**config.mk**
```make
export PLATFORM = sky130hd
export DESIGN_NAME = apb_mgr_arbiter
export DESIGN_NICKNAME = d
export VERILOG_FILES = /design/src/rtl/zeroheti_pkg.sv /design/src/rtl/rr_pick.sv /design/src/rtl/apb_mgr_arbiter.sv
export SDC_FILE = /design/constraint.sdc
export NUM_CORES = 1
export LEC_CHECK = 0
export ABC_AREA = 1
export CAP_MARGIN = 15
export CORE_AREA = 5 5 122 124
export CTS_CLUSTER_SIZE = 8
export DETAILED_ROUTE_END_ITERATION = 16
export DIE_AREA = 0 0 127 129
export HOLD_SLACK_MARGIN = 0.03
export SLEW_MARGIN = 15
export SYNTH_ARGS = -nofsm -noshare
export SYNTH_HDL_FRONTEND = slang
export SYNTH_SLANG_ARGS = --single-unit
```
**constraint.sdc**
```tcl
create_clock -name clk_i -period 2.71 [get_ports clk_i]
set_input_delay 0.271 -clock clk_i [delete_from_list [all_inputs] [get_ports clk_i]]
set_output_delay 0.271 -clock clk_i [all_outputs]
set_load 0.1 [all_outputs]
```
**src/rtl/zeroheti_pkg.sv**
```systemverilog
// rtl/zeroheti_pkg.sv - shared types and constants for the APB manager arbiter
//
// Purpose : arbiter FSM state encoding and the data word returned on a forced
//           timeout error.
// Ports   : none (package).
package zeroheti_pkg;

    typedef enum logic [1:0] {
        ARB_IDLE,
        ARB_SETUP,
        ARB_ACCESS
    } apb_arb_state_e;

    localparam logic [31:0] ApbArbErrData = 32'hDEAD_BEEF;

endpackage

```
**src/rtl/rr_pick.sv**
```systemverilog
// rtl/rr_pick.sv - combinational round-robin picker
//
// Purpose : selects the first requester at or after the pointer, wrapping
//           around, and reports it as a one-hot grant.
// Ports   : req   in  NumMgrs  request vector
//           ptr   in  PtrW     index of the highest-priority requester
//           gnt   out NumMgrs  one-hot winner (0 when nobody requests)
//           valid out 1        at least one request present
module rr_pick #(
    parameter int unsigned NumMgrs = 2,
    parameter int unsigned PtrW    = 1
) (
    input  logic [NumMgrs-1:0] req,
    input  logic [PtrW-1:0]    ptr,
    output logic [NumMgrs-1:0] gnt,
    output logic               valid
);

    // One extra bit so ptr+i never overflows before the wrap-around subtract.
    logic [PtrW:0] pos;

    always_comb begin
        gnt   = '0;
        valid = 1'b0;
        pos   = '0;
        for (int i = 0; i < NumMgrs; i++) begin
            pos = {1'b0, ptr} + (PtrW+1)'(i);
            if (pos >= (PtrW+1)'(NumMgrs)) begin
                pos = pos - (PtrW+1)'(NumMgrs);
            end
            if (!valid && req[pos[PtrW-1:0]]) begin
                gnt[pos[PtrW-1:0]] = 1'b1;
                valid              = 1'b1;
            end
        end
    end

endmodule

```
**src/rtl/apb_mgr_arbiter.sv**
```systemverilog
// rtl/apb_mgr_arbiter.sv - round-robin arbiter sharing one APB port between managers
//
// Purpose : grants one complete APB transfer at a time to one of NumMgrs
//           managers, re-issues SETUP/ACCESS downstream and routes the
//           response back to the granted manager only.
// Config  : APB_ARB_TIMEOUT_EN - when defined, an ACCESS phase that waits
//           TimeoutCycles cycles without pready is ended with pslverr and
//           ApbArbErrData; when undefined ACCESS waits indefinitely.
// Ports   : clk_i, rst_ni                    clock, async active-low reset
//           m_psel_i/m_penable_i/m_pwrite_i  per-manager control
//           m_paddr_i/m_pwdata_i/m_pstrb_i   per-manager address/data/strobes
//           m_prdata_o/m_pready_o/m_pslverr_o per-manager response
//           s_psel_o/s_penable_o/s_pwrite_o  downstream control
//           s_paddr_o/s_pwdata_o/s_pstrb_o   downstream address/data/strobes
//           s_prdata_i/s_pready_i/s_pslverr_i downstream response
//           gnt_o                            one-hot current grant
module apb_mgr_arbiter
    import zeroheti_pkg::*;
#(
    parameter int unsigned NumMgrs       = 2,
    parameter int unsigned AddrWidth     = 32,
    parameter int unsigned DataWidth     = 32,
    parameter int unsigned TimeoutCycles = 256
) (
    input  logic                           clk_i,
    input  logic                           rst_ni,
    input  logic [NumMgrs-1:0]             m_psel_i,
    input  logic [NumMgrs-1:0]             m_penable_i,
    input  logic [NumMgrs-1:0]             m_pwrite_i,
    input  logic [NumMgrs*AddrWidth-1:0]   m_paddr_i,
    input  logic [NumMgrs*DataWidth-1:0]   m_pwdata_i,
    input  logic [NumMgrs*DataWidth/8-1:0] m_pstrb_i,
    output logic [NumMgrs*DataWidth-1:0]   m_prdata_o,
    output logic [NumMgrs-1:0]             m_pready_o,
    output logic [NumMgrs-1:0]             m_pslverr_o,
    output logic                           s_psel_o,
    output logic                           s_penable_o,
    output logic                           s_pwrite_o,
    output logic [AddrWidth-1:0]           s_paddr_o,
    output logic [DataWidth-1:0]           s_pwdata_o,
    output logic [DataWidth/8-1:0]         s_pstrb_o,
    input  logic [DataWidth-1:0]           s_prdata_i,
    input  logic                           s_pready_i,
    input  logic                           s_pslverr_i,
    output logic [NumMgrs-1:0]             gnt_o
);

    localparam int unsigned StrbWidth = DataWidth / 8;
    localparam int unsigned PtrW      = (NumMgrs > 1) ? $clog2(NumMgrs) : 1;

    if (NumMgrs < 2 || TimeoutCycles == 0) begin : g_cfg_check
        $error("apb_mgr_arbiter: NumMgrs must be >= 2 and TimeoutCycles >= 1");
    end

    apb_arb_state_e     state_q, state_d;
    logic [NumMgrs-1:0] gnt_q, gnt_d;
    logic [PtrW-1:0]    gidx_q, gidx_d;
    logic [PtrW-1:0]    ptr_q, ptr_d, ptr_next;
    logic [NumMgrs-1:0] pick_gnt;
    logic               pick_valid;
    logic               active, abort, done, tmo_hit, finish, drive;

    // The arbiter only needs psel to track a manager's transfer; its penable
    // is implied by our own SETUP/ACCESS sequencing.
    logic               unused_penable;
    assign unused_penable = ^m_penable_i;

    function automatic logic [PtrW-1:0] oh_idx(input logic [NumMgrs-1:0] oh);
        logic [PtrW-1:0] idx;
        idx = '0;
        for (int i = 0; i < NumMgrs; i++) begin
            if (oh[i]) idx = PtrW'(i);
        end
        return idx;
    endfunction

    rr_pick #(
        .NumMgrs (NumMgrs),
        .PtrW    (PtrW)
    ) u_rr_pick (
        .req   (m_psel_i),
        .ptr   (ptr_q),
        .gnt   (pick_gnt),
        .valid (pick_valid)
    );

    assign active   = (state_q != ARB_IDLE);
    // The granted manager dropping psel mid-transfer kills the transfer at once.
    assign abort    = active && !m_psel_i[gidx_q];
    assign done     = (state_q == ARB_ACCESS) && !abort && s_pready_i;
    assign finish   = done || tmo_hit;
    assign drive    = active && !abort && !tmo_hit;
    assign ptr_next = (gidx_q == PtrW'(NumMgrs - 1)) ? '0 : gidx_q + PtrW'(1);

`ifdef APB_ARB_TIMEOUT_EN
    localparam int unsigned CntW = $clog2(TimeoutCycles + 1);
    logic [CntW-1:0] tmo_cnt_q;

    always_ff @(posedge clk_i or negedge rst_ni) begin
        if (!rst_ni) begin
            tmo_cnt_q <= '0;
        end else if (state_q == ARB_SETUP) begin
            tmo_cnt_q <= '0;
        end else if (state_q == ARB_ACCESS && !s_pready_i && !tmo_hit) begin
            tmo_cnt_q <= tmo_cnt_q + CntW'(1);
        end
    end

    assign tmo_hit = (state_q == ARB_ACCESS) && !abort && !s_pready_i &&
                     (tmo_cnt_q == CntW'(TimeoutCycles));
`else
    assign tmo_hit = 1'b0;
`endif

    always_ff @(posedge clk_i or negedge rst_ni) begin
        if (!rst_ni) begin
            state_q <= ARB_IDLE;
            gnt_q   <= '0;
            gidx_q  <= '0;
            ptr_q   <= '0;
        end else begin
            state_q <= state_d;
            gnt_q   <= gnt_d;
            gidx_q  <= gidx_d;
            ptr_q   <= ptr_d;
        end
    end

    always_comb begin
        state_d = state_q;
        gnt_d   = gnt_q;
        gidx_d  = gidx_q;
        ptr_d   = ptr_q;
        case (state_q)
            ARB_IDLE: begin
                if (pick_valid) begin
                    gnt_d   = pick_gnt;
                    gidx_d  = oh_idx(pick_gnt);
                    state_d = ARB_SETUP;
                end
            end
            ARB_SETUP: begin
                if (abort) begin
                    state_d = ARB_IDLE;
                    ptr_d   = ptr_next;
                end else begin
                    state_d = ARB_ACCESS;
                end
            end
            ARB_ACCESS: begin
                if (abort || finish) begin
                    state_d = ARB_IDLE;
                    ptr_d   = ptr_next;
                end
            end
            default: state_d = ARB_IDLE;
        endcase
    end

    assign s_psel_o    = drive;
    assign s_penable_o = drive && (state_q == ARB_ACCESS);
    assign s_pwrite_o  = drive && m_pwrite_i[gidx_q];
    assign s_paddr_o   = drive ? m_paddr_i[gidx_q*AddrWidth +: AddrWidth]  : '0;
    assign s_pwdata_o  = drive ? m_pwdata_i[gidx_q*DataWidth +: DataWidth] : '0;
    assign s_pstrb_o   = drive ? m_pstrb_i[gidx_q*StrbWidth +: StrbWidth]  : '0;
    assign gnt_o       = active ? gnt_q : '0;

    // Only the granted manager ever sees a non-zero response.
    always_comb begin
        m_pready_o  = '0;
        m_pslverr_o = '0;
        m_prdata_o  = '0;
        if (finish) begin
            m_pready_o = gnt_q;
            for (int i = 0; i < NumMgrs; i++) begin
                if (gnt_q[i]) begin
                    m_pslverr_o[i] = tmo_hit || s_pslverr_i;
                    m_prdata_o[i*DataWidth +: DataWidth] =
                        tmo_hit ? DataWidth'(ApbArbErrData) : s_prdata_i;
                end
            end
        end
    end

endmodule

```
==> results.yml <==
worst_setup_path:
  worst_path_max_delay_cell: "clkdlybuf4s50_1"
  path_class: "in2out"
  r2r_setup_slack_ps: 1190
  crit_arrival_ps: 2050
  critPathCapture: "m_prdata_o[18]"
  end_kind: "output pin"
  crit_fanout: 51
  cp_num_cells: 9
  cp_data_required_time_ps: 2440
  critPathTopFamily: "buffers and inverters"
  max_stage_delay_ps: 530
  r2r-end: "gnt_q[1]"
  crit_start: "m_psel_i[1]"
  worstPathCellList: "clkdlybuf4s50_1 -> nand2_1 -> nand2_1 -> nand2_4 -> nor2_4 -> nand2_4 -> buf_12 -> nor2_2 -> buf_12"
  reg2reg_depth: 3
  critPathBufInv: 3
  cp-start-kind: "input pin"
  reg2reg_from: "gnt_q[1]"
power:
  netSwitchingPower_uw: 4510
  internal-power_uw: 2310
  peakVddDrop_mv: 0.516
  pwr-share-comb: 0.942
  pwr-share-seq: 0.022
  leakage_uw: 0.00268
  p_per_area_mw_per_mm2: 956
  p_clk_frac: 0.036
  sw_frac_of_total: 0.662
floorplan:
  die_height_um: 129
  rows: 43
  dieWidth_um: 127
  core_area_mm2: 0.0137
  start_util: 0.132
  ios: 319
  dieArea_mm2: 0.0164
finish:
  nets: 887
  drive_gt1_frac: 0.410
  final_area_mm2: 0.00713
  seq_area_um2: 129
  antennaDiodeCount: 0
  instances_no_fill: 888
  multiInputGateArea_mm2: 0.00201
  mostFrequentLayoutCells: "nand2_1, clkdlybuf4s50_1, buf_12"
  syn_to_final_growth_pct: 294
  fillers: 1239
  final_util: 0.522
  layout_commonest_cell: "nand2_1"
yosys:
  syn_avg_cell_area_um2: 4.33
  yosysWarnings: 0
  synthCells: 418
  synth-seq-cells: 5
  netlist_area_mm2: 0.00181
  syn_nets: 596
  synth.distinct_cells: 14
  seq_area_frac_synth: 0.0692
clocking:
  postCtsHoldBufs: 0
  cts_max_path_buffers: 2
  post_cts_buffers: 0
  cts_buffers: 3
  clock_sinks: 5
  ctsResizeCount: 0
  htreeDepth: 1
  cts-root-buf: "clkbuf_16"
  cts_tree: "yes"
  clk_pin_slew_ps: 30
  clk-insertion-delay-late_ps: 230
global_routing:
  grt_pass1_wl_mm: 21.1
  grtUsageTotal: 0.159
  antenna_found_initial: 0
  grt_max_degree: 74
  first_global_vias: 3915
  overflow: 0
sta:
  finalHoldViolations: 0
  min_period_ps: 2320
  setup_viol: 0
  maxSlewHeadroom: 0.500
  fin_skew_ps: 1.66
  fin_setup_tns_ps: 0
  worst_pin_slew_ps: 751
  fmax_ghz: 0.431
  post-route-period-util: 0.857
  rsz0062_at_grt: "no"
  drv_slew: 0
drt:
  dr_wl_met2_mm: 7.24
  routed_wl_mm: 14.1
  drt.antenna.violating_nets: 0
  drtPass1Iterations: 4
  vias: 3731
  drc: 0
  vias_per_cell: 4.20
  dr_wl_met3_mm: 1.42
  maxUsedRoutingLayer: "met4"
  m1WireLength_mm: 5.19
  wl_per_cell_um: 15.9
  drt_iter0_drc: 138
placed_design:
  dp_cells: 884
  place.gp.congestion: 0.838
  port_buffers: 316
  postPlaceCellArea_mm2: 0.00705
  dp.final_hpwl_mm: 12.2
min_path:
  hold_path.class: "in2async"
run:
  drv_cap: 0
run_status:
  status: "completed"
routing by layer:
layer	vias up	GRT usage
li1	1870	-
met1	1632	0.177
met2	214	0.300
met3	15	0.0461
met4	0	0.0334
met5	-	0
worst min path at each step:
| stage | start | to | slack [ps] |
|---|---|---|---|
| after global routing | rst_ni | gnt_q[0] | 300 |
| after floorplan | rst_ni | gnt_q[0] | -20 |
| after CTS | rst_ni | ptr_q | 270 |
| after global placement | ptr_q | ptr_q | 500 |
| final | rst_ni | ptr_q | 270 |
| after detailed placement | rst_ni | ptr_q | 520 |
state kept, by name (all words and copies together), names as in the netlist:
name / flops
state_q: 2
ptr_q: 1
gnt_q: 2
layout make-up:
class                      instances  area share
sequential                         5      0.0181
inverter                           8     0.00421
timing repair buffer             323       0.653
clock buffer                       4      0.0111
multi-input combinational        368       0.283
tap                              180      0.0316
synthesized netlist by cell type:
library cell / n / area share
buf_1: 10 / 0.021
buf_6: 3 / 0.019
o211ai_1: 1 / 0.0042
inv_1: 8 / 0.017
a21oi_1: 69 / 0.19
nand2_2: 2 / 0.0069
dfrtp_1: 5 / 0.069
nand2_1: 215 / 0.45
nor2_1: 74 / 0.15
clkbuf_1: 20 / 0.042
nor2_2: 1 / 0.0035
o21ai_0: 2 / 0.0055
nand3_1: 4 / 0.011
buf_2: 4 / 0.011
per-stage QoR:
stage               setup WS (ps)  total power (uW)  hold WS [ps]
finish                        389              6820           267
global route                  255              7120           297
floorplan                   -90.5              4270         -24.6
global placement              411              6580           497
CTS                           367              6890           275
detailed placement            392              6640           517
power by group through the flow:
stage | Sequential [uW] | Combinational [uW] | Clock, uW
after floorplan | 132 | 4140 | 0
after global placement | 146 | 6440 | 0
after detailed placement | 148 | 6490 | 0
after CTS | 148 | 6500 | 247
after global routing | 153 | 6710 | 253
final | 148 | 6420 | 245
cell families after synthesis:
family | after synthesis | share of synthesized area
AO/OA/AOI/OAI | 72 | 0.201
buffers and inverters | 45 | 0.109
flip-flops | 5 | 0.0692
AND/OR/NAND/NOR | 296 | 0.621
Note: power is estimated with default switching activity, not from simulation.
